--- src/rtl/multiplication_if.sv ---
`default_nettype none
// ============================================================================
// Module      : multiplication_if
// Description : Operand, result and status bundle for the shift-add
//               multiplier. The master drives start and the operands. The
//               slave returns the result and the busy/done status.
// Revision    : 1.0 - initial release
// ============================================================================
interface multiplication_if #(
    parameter int WIDTH = 32
);
    logic                 start;
    logic [WIDTH-1:0]     q;
    logic [WIDTH-1:0]     b;
    logic [WIDTH-1:0]     r;
    logic [2*WIDTH-1:0]   a;
    logic                 busy;
    logic                 done;

    modport master (
        output start, q, b, r,
        input  a, busy, done
    );

    modport slave (
        input  start, q, b, r,
        output a, busy, done
    );
endinterface
`default_nettype wire

--- src/rtl/multiplication.sv ---
`default_nettype none
// ============================================================================
// Module      : multiplication
// Description : Sequential unsigned multiply-add, a = q*b + r. It processes
//               one multiplier bit per clock, least significant bit first.
//               This rebuilds the dividend from the quotient, divisor and
//               remainder of a completed division.
//               Optional macro MULTIPLICATION_EARLY_EXIT_EN ends the run on
//               the first edge after which no set multiplier bits remain.
// Revision    : 1.0 - initial release
// ============================================================================
module multiplication #(
    parameter int WIDTH = 32
) (
    input  wire logic         clock,
    input  wire logic         reset_n,
    multiplication_if.slave   bus
);

    localparam int CNT_W = (WIDTH > 1) ? $clog2(WIDTH) : 1;
    localparam logic [CNT_W-1:0] LAST_IDX = CNT_W'(WIDTH - 1);

    typedef enum logic [0:0] {
        IDLE = 1'b0,
        RUN  = 1'b1
    } state_t;

    state_t               state_q,  state_d;
    logic [WIDTH-1:0]     mplier_q, mplier_d;   // latched q
    logic [WIDTH-1:0]     mcand_q,  mcand_d;    // latched b
    logic [2*WIDTH-1:0]   acc_q,    acc_d;
    logic [2*WIDTH-1:0]   a_q,      a_d;
    logic [CNT_W-1:0]     cnt_q,    cnt_d;
    logic                 busy_q,   busy_d;
    logic                 done_q,   done_d;

    logic [2*WIDTH-1:0]   partial;
    logic [2*WIDTH-1:0]   acc_sum;
    logic                 last_step;
`ifdef MULTIPLICATION_EARLY_EXIT_EN
    logic [WIDTH-1:0]     remaining;
`endif

    // Partial product for the current bit, and the accumulator after adding it.
    always_comb begin
        partial = '0;
        if (mplier_q[cnt_q]) begin
            partial = {{WIDTH{1'b0}}, mcand_q} << cnt_q;
        end
        acc_sum = acc_q + partial;
    end

    // Decide whether the bit processed on this edge is the final one.
    always_comb begin
`ifdef MULTIPLICATION_EARLY_EXIT_EN
        // Bits above the current index are all that is left to process.
        remaining = mplier_q >> cnt_q;
        last_step = (cnt_q == LAST_IDX) || ((remaining >> 1) == '0);
`else
        last_step = (cnt_q == LAST_IDX);
`endif
    end

    // Next-state and datapath control for the IDLE/RUN sequencer.
    always_comb begin
        state_d  = state_q;
        mplier_d = mplier_q;
        mcand_d  = mcand_q;
        acc_d    = acc_q;
        a_d      = a_q;
        cnt_d    = cnt_q;
        busy_d   = busy_q;
        done_d   = 1'b0;

        case (state_q)
            IDLE: begin
                if (bus.start) begin
                    mplier_d = bus.q;
                    mcand_d  = bus.b;
                    acc_d    = {{WIDTH{1'b0}}, bus.r};
                    cnt_d    = '0;
                    busy_d   = 1'b1;
                    state_d  = RUN;
                end
            end
            RUN: begin
                // Inputs are not looked at here, so start and operand
                // changes during a run have no effect.
                acc_d = acc_sum;
                cnt_d = cnt_q + CNT_W'(1);
                if (last_step) begin
                    a_d     = acc_sum;
                    done_d  = 1'b1;
                    busy_d  = 1'b0;
                    state_d = IDLE;
                end
            end
            default: begin
                state_d = IDLE;
                busy_d  = 1'b0;
            end
        endcase
    end

    // State registers. Reset takes effect at once and abandons any run.
    always_ff @(posedge clock or negedge reset_n) begin
        if (!reset_n) begin
            state_q  <= IDLE;
            mplier_q <= '0;
            mcand_q  <= '0;
            acc_q    <= '0;
            a_q      <= '0;
            cnt_q    <= '0;
            busy_q   <= 1'b0;
            done_q   <= 1'b0;
        end else begin
            state_q  <= state_d;
            mplier_q <= mplier_d;
            mcand_q  <= mcand_d;
            acc_q    <= acc_d;
            a_q      <= a_d;
            cnt_q    <= cnt_d;
            busy_q   <= busy_d;
            done_q   <= done_d;
        end
    end

    assign bus.a    = a_q;
    assign bus.busy = busy_q;
    assign bus.done = done_q;

endmodule
`default_nettype wire
--- src/flat_wrapper.sv ---
// flat-port wrapper written by rule: the top's interface ports become plain ports
module multiplication_flat 
#(
    parameter int WIDTH = 32
)
  (clock, reset_n, bus_start, bus_q, bus_b, bus_r, bus_a, bus_busy, bus_done);
  multiplication_if #(.WIDTH(WIDTH)) bus_i ();
  input  wire logic clock;
  input  wire logic reset_n;
  input wire logic [$bits(bus_i.start)-1:0] bus_start;
  input wire logic [$bits(bus_i.q)-1:0] bus_q;
  input wire logic [$bits(bus_i.b)-1:0] bus_b;
  input wire logic [$bits(bus_i.r)-1:0] bus_r;
  output wire logic [$bits(bus_i.a)-1:0] bus_a;
  output wire logic [$bits(bus_i.busy)-1:0] bus_busy;
  output wire logic [$bits(bus_i.done)-1:0] bus_done;
  assign bus_i.start = bus_start;
  assign bus_i.q = bus_q;
  assign bus_i.b = bus_b;
  assign bus_i.r = bus_r;
  assign bus_a = bus_i.a;
  assign bus_busy = bus_i.busy;
  assign bus_done = bus_i.done;
  multiplication #(.WIDTH(WIDTH)) u_core (.clock(clock), .reset_n(reset_n), .bus(bus_i));
endmodule
--- config.mk ---
export PLATFORM = sky130hd
export DESIGN_NAME = multiplication_flat
export DESIGN_NICKNAME = d
export VERILOG_FILES = /design/src/rtl/multiplication_if.sv /design/src/rtl/multiplication.sv /design/src/flat_wrapper.sv
export SDC_FILE = /design/constraint.sdc
export NUM_CORES = 1
export LEC_CHECK = 0
export ABC_AREA = 1
export CAP_MARGIN = 10
export CORE_MARGIN = 3
export CORE_UTILIZATION = 27
export CTS_CLUSTER_DIAMETER = 150
export CTS_CLUSTER_SIZE = 14
export DETAILED_ROUTE_END_ITERATION = 8
export DONT_BUFFER_PORTS = 1
export HOLD_SLACK_MARGIN = 0.1
export SETUP_SLACK_MARGIN = 0.02
export SLEW_MARGIN = 10
export SYNTH_ARGS = -nofsm -noshare
export SYNTH_HDL_FRONTEND = slang
export SYNTH_SLANG_ARGS = --single-unit
--- constraint.sdc ---
create_clock -name clock -period 5.5 [get_ports clock]
set_input_delay 1.65 -clock clock [delete_from_list [all_inputs] [get_ports clock]]
set_output_delay 1.65 -clock clock [all_outputs]
set_load 0.05 [all_outputs]
======== Yosys cells after proc, flatten, opt, wreduce, memory -nomap -nowiden ========
Index checks and enable logic that the tools add are counted.
storage, ports and cells
  logic and storage cells ................. 34
  input bits .............................. 99
  flip-flop bits (word level) ............. 200
operators by class
  equality and inequality tests ........... 3
  add/subtract/negate cells ............... 2
  reductions and logical operators ........ 3
  bitwise gates (word level) .............. 1
  magnitude comparators ................... 1
  shifts and indexed selects .............. 1
  muxes and demuxes ....................... 15
operator list
  cell                 number
  $mux 64              2
  $pmux 64 s2          1
  $add 64x64->64       1
  $shl 32x5->64        1
  $pmux 5 s2           1
  $mux 1               7
  $lt 5x6->1 const B   1
  $reduce_and 2->1     3
  $add 5x1->5 const B  1
  $bmux 1 s5           1
  $eq 5x5->1 const B   1
  $mux 5               1
  $ne 2x2->1 const B   2
  $pmux 1 s2           2
  $not 1->1            1

======== Longest topological paths before layout ========
Gate-level depths: netlist of the first run.
  word-level depth ........................ 5
  mapped depth ............................ 28
  gate-level depth less buffers ........... 26

======== Worst setup path after synthesis of the first run ========
OpenSTA, ideal clock, no wires.
  kind .................................... register to register
  start ................................... register u_core.cnt_q[0]
  end ..................................... register u_core.acc_q[60]
  stages on the path, launching flop included .. 23
  data arrival time ....................... 2.849 ns
  setup time .............................. 0.118 ns
  slack ................................... 2.533 ns
  data required time ...................... 5.382 ns
  cells stage by stage .................... dfrtp_1 -> buf_6 -> buf_6 -> o21ai_0 -> o22ai_1 -> o211ai_1 -> nand2_1 -> nand2_4 -> nor3_1 -> ha_1 -> fa_1 -> nand3_1 -> nand3_1 -> nand2_1 -> nand2_1 -> nand2_1 -> nand2_1 -> nand2_1 -> nand2_1 -> nand2_1 -> nand3_1 -> nand3_1 -> nand2_1
between the ends
  cells in the longest elaborated chain, start to end .. 5
  elaborated cells between the ends (all ways) .. 6
  classes of those cells .................. add/sub (1); shift (1); mux (4)
ends and longest elaborated chain
  element                       line                   text
  start, declared               multiplication.sv:33   logic [CNT_W-1:0] cnt_q, cnt_d;
  start signal, assigned        multiplication.sv:122  cnt_q <= cnt_d;
  $bmux 1 s5                    multiplication.sv:47   if (mplier_q[cnt_q]) begin
  $mux 1 (not written as such)  multiplication.sv:47
  $mux 64 (*)                   multiplication.sv:47
  $add 64x64->64 (*)            multiplication.sv:50   acc_sum = acc_q + partial;
  $pmux 64 s2 (*)               multiplication.sv:75   case (state_q)
  end signal, assigned          multiplication.sv:111  acc_q <= '0;
  end signal, assigned          multiplication.sv:120  acc_q <= acc_d;
  end, declared                 multiplication.sv:31   logic [2*WIDTH-1:0] acc_q, acc_d;
Mark *: on every way between the ends. The rest lies on a longest branch, timed or not. The select of a mux whose other input is x is not followed.
A chain may end at the register's enable or synchronous reset.

======== Final worst setup path of the first run ========
  start ................................... register u_core.cnt_q[0]
  end ..................................... register u_core.acc_q[21]
Same word-level chain as after synthesis.

==> impl_metrics.json, run 1 <==
{
  "grt_pass1_vias": 14900,
  "std_cell_rows": 88,
  "critPathRequiredTime_ns": 5.93,
  "synthesis.area_um2": 16100,
  "htree_levels": 4,
  "routedWlPerCell_um": 17.5,
  "async_flop_share_pct": 100,
  "finalHoldViolCount": 0,
  "cap_violations": 0,
  "multi_input_area_um2": 9210,
  "synth_ff_type": "dfrtp_1",
  "cts_tree": "done",
  "finalSetupViolations": 0,
  "wl_met2_mm": 25.7,
  "holdPathStages": 2,
  "arrival_ns": 4.76,
  "r2r_slack_ns": 1.17,
  "r2r_cells": 18,
  "io_buffers": 0,
  "min-delay-start": "u_core.mplier_q[20]",
  "n_fill_cell": 6686,
  "fin_setup_tns_ns": 0,
  "io_pins": 165,
  "overflow": 0,
  "synthToLayoutAreaGrowth_pct": 7.35,
  "cts_buffers": 17,
  "die_w_um": 250,
  "rsz0062_at_grt": "no",
  "clock_latency_ns": 0.50,
  "grt_max_degree": 201,
  "dieHeight_um": 250,
  "cp_max_fo": 31,
  "vias": 15900,
  "root_buffer": "clkbuf_16",
  "finalNetCount": 2754,
  "syn-num-nets": 2813,
  "drt_wl_total_mm": 59.0,
  "core_area_um2": 58400,
  "drc_errors": 0,
  "drt-met1-wl_mm": 28.0,
  "fin_worst_skew_ns": 0.0233,
  "period_needed_ns": 4.33,
  "post_synth_inst_count": 2648,
  "wl_met3_mm": 3.98,
  "drt_pass1_iterations": 5,
  "r2r-start": "u_core.cnt_q[0]",
  "worstSetupStartpoint": "u_core.cnt_q[0]",
  "num_antenna_cells": 0,
  "initial_core_util_pct": 27.6,
  "antenna_found_initial": 0,
  "avgSynthCellArea_um2": 6.08,
  "synth_edf_count": 0,
  "worstReg2RegEnd": "u_core.acc_q[21]",
  "ant_nets": 0,
  "fin_crit_sh_pct": 78.8,
  "cts_hold_buf": 0,
  "grt.total_usage_pct": 18.9,
  "hold_end": "u_core.mplier_q[20]",
  "cts_buffer_depth": 2,
  "fmax_mhz": 231,
  "critPathKind": "flip-flop to flip-flop",
  "regArea_um2": 5010,
  "cp-end-kind": "flip-flop",
  "top_layer": "met4",
  "cts.sinks": 200,
  "worst_setup_path_start_kind": "flip-flop",
  "drtIter0Drc": 1530,
  "ys_ff_latch": 200,
  "yosysWarnings": 0,
  "final_layout_size_suffix_gt1_share_pct": 3.34,
  "grt_pass1_wl_mm": 90.7,
  "worstMarginPinSlew_ns": 0.992,
  "post_cts_resized": 0,
  "synth.distinct_cells": 43,
  "post-dp-hpwl_mm": 47.1,
  "gp_congestion": 1.00,
  "hold_class": "flip-flop to flip-flop",
  "relSlewSlack_pct": 33.9,
  "die-area_um2": 62600,
  "cts_setup_buffers": 0,
  "synth-seq-area-share_pct": 31.1,
  "clk_pin_slew_ns": 0.08,
  "slew_viol_final": 0,
  "vias_per_cell": 4.72,
  "status": "completed"
}
## kinds of logic after synthesis
kind of cell | after synthesis | synth area share [%]
buffers and inverters | 464 | 11.8
XOR/XNOR | 28 | 1.52
adder cells (fa/ha/maj) | 66 | 5.18
AO/OA/AOI/OAI | 224 | 8.44
flip-flops | 200 | 31.1
AND/OR/NAND/NOR | 1666 | 42.0
## worst max path at each step
stage | slack, ns | to | cells past startpoint
floorplan | 2.53 | u_core.acc_q[60] | 22
global placement | 1.21 | u_core.bus.a[42] | 21
detailed placement | 1.21 | u_core.acc_q[21] | 19
CTS | 1.21 | u_core.acc_q[21] | 19
global route | 0.85 | u_core.acc_q[21] | 19
finish | 1.17 | u_core.acc_q[21] | 18
## cells in the mapped netlist (3+ instances only)
library cell  count  area, µm²
o21ai_2           4       35.0
clkinv_1          3       11.3
buf_2            28        140
or2_1            12       75.1
nand3_1         226       1130
nor3_2            4       40.0
xor2_1            6       52.6
nand3b_1          8       60.1
ha_1             65        813
o21ai_0          75        375
o211ai_1         42        315
inv_2             5       18.8
a21oi_1          44        220
o221ai_1          5       43.8
clkbuf_1         37        139
or2_2            15       93.8
xnor2_1          22        193
a22o_1            9       78.8
and2_1            3       18.8
dfrtp_1         200       5000
buf_6            12        135
o21ai_1          19       95.1
nand2_4           3       33.8
inv_1           362       1360
buf_4             5       37.5
buf_1            11       41.3
o31ai_1           6       45.0
o21bai_1         11       82.6
nand2_1        1188       4460
nand4_1          13       81.3
nor2_1          169        634
nor3_1           20        100
## worst max-delay path, cell delays in order (launching register included)
cell and delay, ns:
dfrtp_2 0.71, buf_4 0.35, nand2_1 0.10, nand3_1 0.10, o21ai_1 0.11, o21ai_0 0.35, or2_1 0.15, nand2_1 0.08
nor2_1 0.34, ha_1 0.26, nand2_1 0.12, nor2_1 0.27, nand2_1 0.13, nor2_1 0.12, nand2_1 0.07, nand3_1 0.32
xor2_1 0.49, nand2_1 0.11, nand3_1 0.09
## area by class of cell
| type | instances | area share (%) |
|---|---|---|
| inverter | 371 | 8.11 |
| multi-input combinational | 1984 | 53.3 |
| tap | 765 | 5.54 |
| timing repair buffer | 15 | 0.652 |
| sequential | 200 | 29.0 |
| clock inverter | 14 | 0.912 |
| clock buffer | 18 | 2.48 |
## per-layer routing
metal  global-route usage (%)  vias to the layer above
li1                         -                     8122
met1                     26.6                     7258
met2                     28.8                      472
met3                     4.41                       57
met4                     5.52                        0
met5                        0                        -
## per-stage QoR
| stage | util [%] | worst slack, ns | instance area (µm²) | instances | hold slack [ns] |
|---|---|---|---|---|---|
| 4_1_cts | 29.6 | 1.21 | 17300 | 3367 | 0.484 |
| 3_3_place_gp | 28.6 | 1.21 | 16700 | 3335 | 0.465 |
| 3_5_place_dp | 28.6 | 1.21 | 16700 | 3335 | 0.462 |
| 6_report | 29.6 | 1.17 | 17300 | 3367 | 0.481 |
| 2_1_floorplan | - | 2.53 | 16100 | 2648 | 0.444 |
| 5_1_grt | 29.6 | 0.846 | 17300 | 3367 | 0.508 |
## placed cells by master (no fill, tap or decap), drive strengths merged, types with 27 or more instances in the layout
master	n
nand2	1193
inv	372
o21ai	98
ha	65
nand3	226
or2	27
a21oi	44
o211ai	43
nor2	169
dfrtp	200
## flip-flops by register name, indices dropped and copies added, names as in the netlist
register,count
u_core.acc_q,64
u_core.bus.a,64
u_core.bus.busy,1
u_core.bus.done,1
u_core.cnt_q,5
u_core.mcand_q,32
u_core.mplier_q,32
u_core.state_q,1
Power of run 1 is left out: the tool's default activity adds up to more than one toggle a clock period on the data nets, which glitch-free logic cannot reach.
==> run 2, diff against run 1 <==
==> constraint.sdc (replaced) <==
create_clock -name clock -period 4.1 [get_ports clock]
set_input_delay 1.23 -clock clock [delete_from_list [all_inputs] [get_ports clock]]
set_output_delay 1.23 -clock clock [all_outputs]
set_load 0.05 [all_outputs]
==> impl_metrics.json, run 2 (synthesis results as in run 1) <==
{
  "fin_crit_sh_pct": 94.3,
  "routedWlPerCell_um": 17.7,
  "placedCellCount": 3365,
  "core_area_um2": 58400,
  "worst_setup_path_start_kind": "flip-flop",
  "r2r_slack_ns": 0.23,
  "clock_latency_ns": 0.51,
  "fmax_mhz": 259,
  "finalSetupViolations": 0,
  "r2r_cells": 21,
  "root_buffer": "clkbuf_16",
  "overflow": 0,
  "cp-end-kind": "flip-flop",
  "final_layout_size_suffix_gt1_share_pct": 5.01,
  "cts.sinks": 200,
  "critPathSlowestCell": "dfrtp_2",
  "cap_violations": 0,
  "dieHeight_um": 250,
  "post-route-util_pct": 30.4,
  "worstMarginPinSlew_ns": 0.981,
  "max_stage_delay_ns": 0.48,
  "grt_pass1_wl_mm": 91.5,
  "drt_wl_total_mm": 60.3,
  "worstReg2RegEnd": "u_core.acc_q[56]",
  "cp_max_fo": 46,
  "cts_buffer_depth": 2,
  "worst_path_most_repeated_cell": "nand2_1",
  "period_needed_ns": 3.87,
  "die-area_um2": 62600,
  "cts_hold_buf": 0,
  "setup_ws_ns": 0.233,
  "relSlewSlack_pct": 34.2,
  "fin_setup_tns_ns": 0,
  "path_cells": "inv_8 -> nand2_1 -> nand3_1 -> nand2_1 -> o21ai_0 -> or2_2 -> nand3_1 -> o31ai_1 -> nand2_1 -> inv_1 -> ha_1 -> nand2_1 -> inv_1 -> nand2_1 -> nand2_1 -> a21oi_1 -> nand3_1 -> nand2_1 -> nand3_1 -> nand3_1 -> nand2_1",
  "final_cell_mix": "1185 x nand2_1, 361 x inv_1, 226 x nand3_1",
  "drtIter0Drc": 1438,
  "path_buf_inv": 3,
  "cp_top_family": "simple AND/OR/NAND/NOR gates",
  "final_common_cell": "nand2_1",
  "ant_nets": 0,
  "hold_class": "input port to async pin",
  "critPathRequiredTime_ns": 4.50,
  "synthToLayoutAreaGrowth_pct": 10.2,
  "drt_pass1_iterations": 5,
  "slew_viol_final": 0,
  "stdcell_count": 3398,
  "worstSetupStartpoint": "u_core.cnt_q[0]",
  "cts_tree": "done",
  "io_pins": 165,
  "status": "completed",
  "htree_levels": 4,
  "place_ws_ns": 0.111,
  "io_buffers": 0,
  "num_antenna_cells": 0,
  "r2r-start": "u_core.cnt_q[0]",
  "rsz0062_at_grt": "yes",
  "gp_congestion": 1.03,
  "antenna_found_initial": 1,
  "vias_per_cell": 4.70,
  "initial_core_util_pct": 27.6,
  "grt.total_usage_pct": 19.1,
  "std_cell_rows": 88,
  "fin_worst_skew_ns": 0.0170,
  "cts_buffers": 17,
  "grt_max_degree": 201,
  "vias": 16000,
  "clk_pin_slew_ns": 0.08,
  "die_w_um": 250,
  "crit_end": "u_core.acc_q[56]",
  "finalHoldViolCount": 0,
  "arrival_ns": 4.27,
  "drc_errors": 0,
  "finalNetCount": 2785,
  "post-dp-hpwl_mm": 47.4,
  "grt_pass1_vias": 14900,
  "cp.depth": 21,
  "cts_setup_buffers": 0,
  "critPathKind": "flip-flop to flip-flop"
}
==> run 2: how the worst min path moves through the flow <==
stage	endpoint	slack [ns]	depth (start not counted)
6_report	u_core.bus.a[39]	0.43	0
5_1_grt	u_core.bus.a[39]	0.38	0
4_1_cts	u_core.bus.a[48]	0.38	0
3_5_place_dp	u_core.mplier_q[26]	0.46	2
3_3_place_gp	u_core.mplier_q[26]	0.46	2
2_1_floorplan	u_core.mplier_q[10]	0.44	2
==> run 2: metal layers <==
metal | global-route usage [%] | wire [µm] | up-vias
met1 | 27.3 | 29100 | 7269
li1 | - | - | 8174
met5 | 0 | 10 | -
met4 | 7.30 | 1780 | 2
met2 | 28.5 | 26000 | 446
met3 | 3.38 | 3340 | 67
==> run 2: timing repair <==
action	4_1_cts	5_1_grt
resized for setup	0	22
setup endpoints to repair	0	38
endpoints found under the hold margin	0	0
==> run 2: cell type report <==
| type | instances | area (µm²) |
|---|---|---|
| clock buffers | 18 | 429 |
| inverters | 371 | 1400 |
| repair buffers | 46 | 475 |
| clock inverters | 14 | 196 |
| fillers | 6603 | 40600 |
| flip-flops and latches | 200 | 5010 |
| multi-input cells | 1984 | 9270 |
| well taps | 765 | 957 |
==> run 2: stage by stage <==
step | cell area [µm²] | hold WS, ns
after global placement | 17000 | 0.465
after CTS | 17700 | 0.377
final | 17700 | 0.429
after global routing | 17700 | 0.382
after detailed placement | 17000 | 0.464
after floorplan | 16100 | 0.444
Power of run 2 is left out for the same reason.
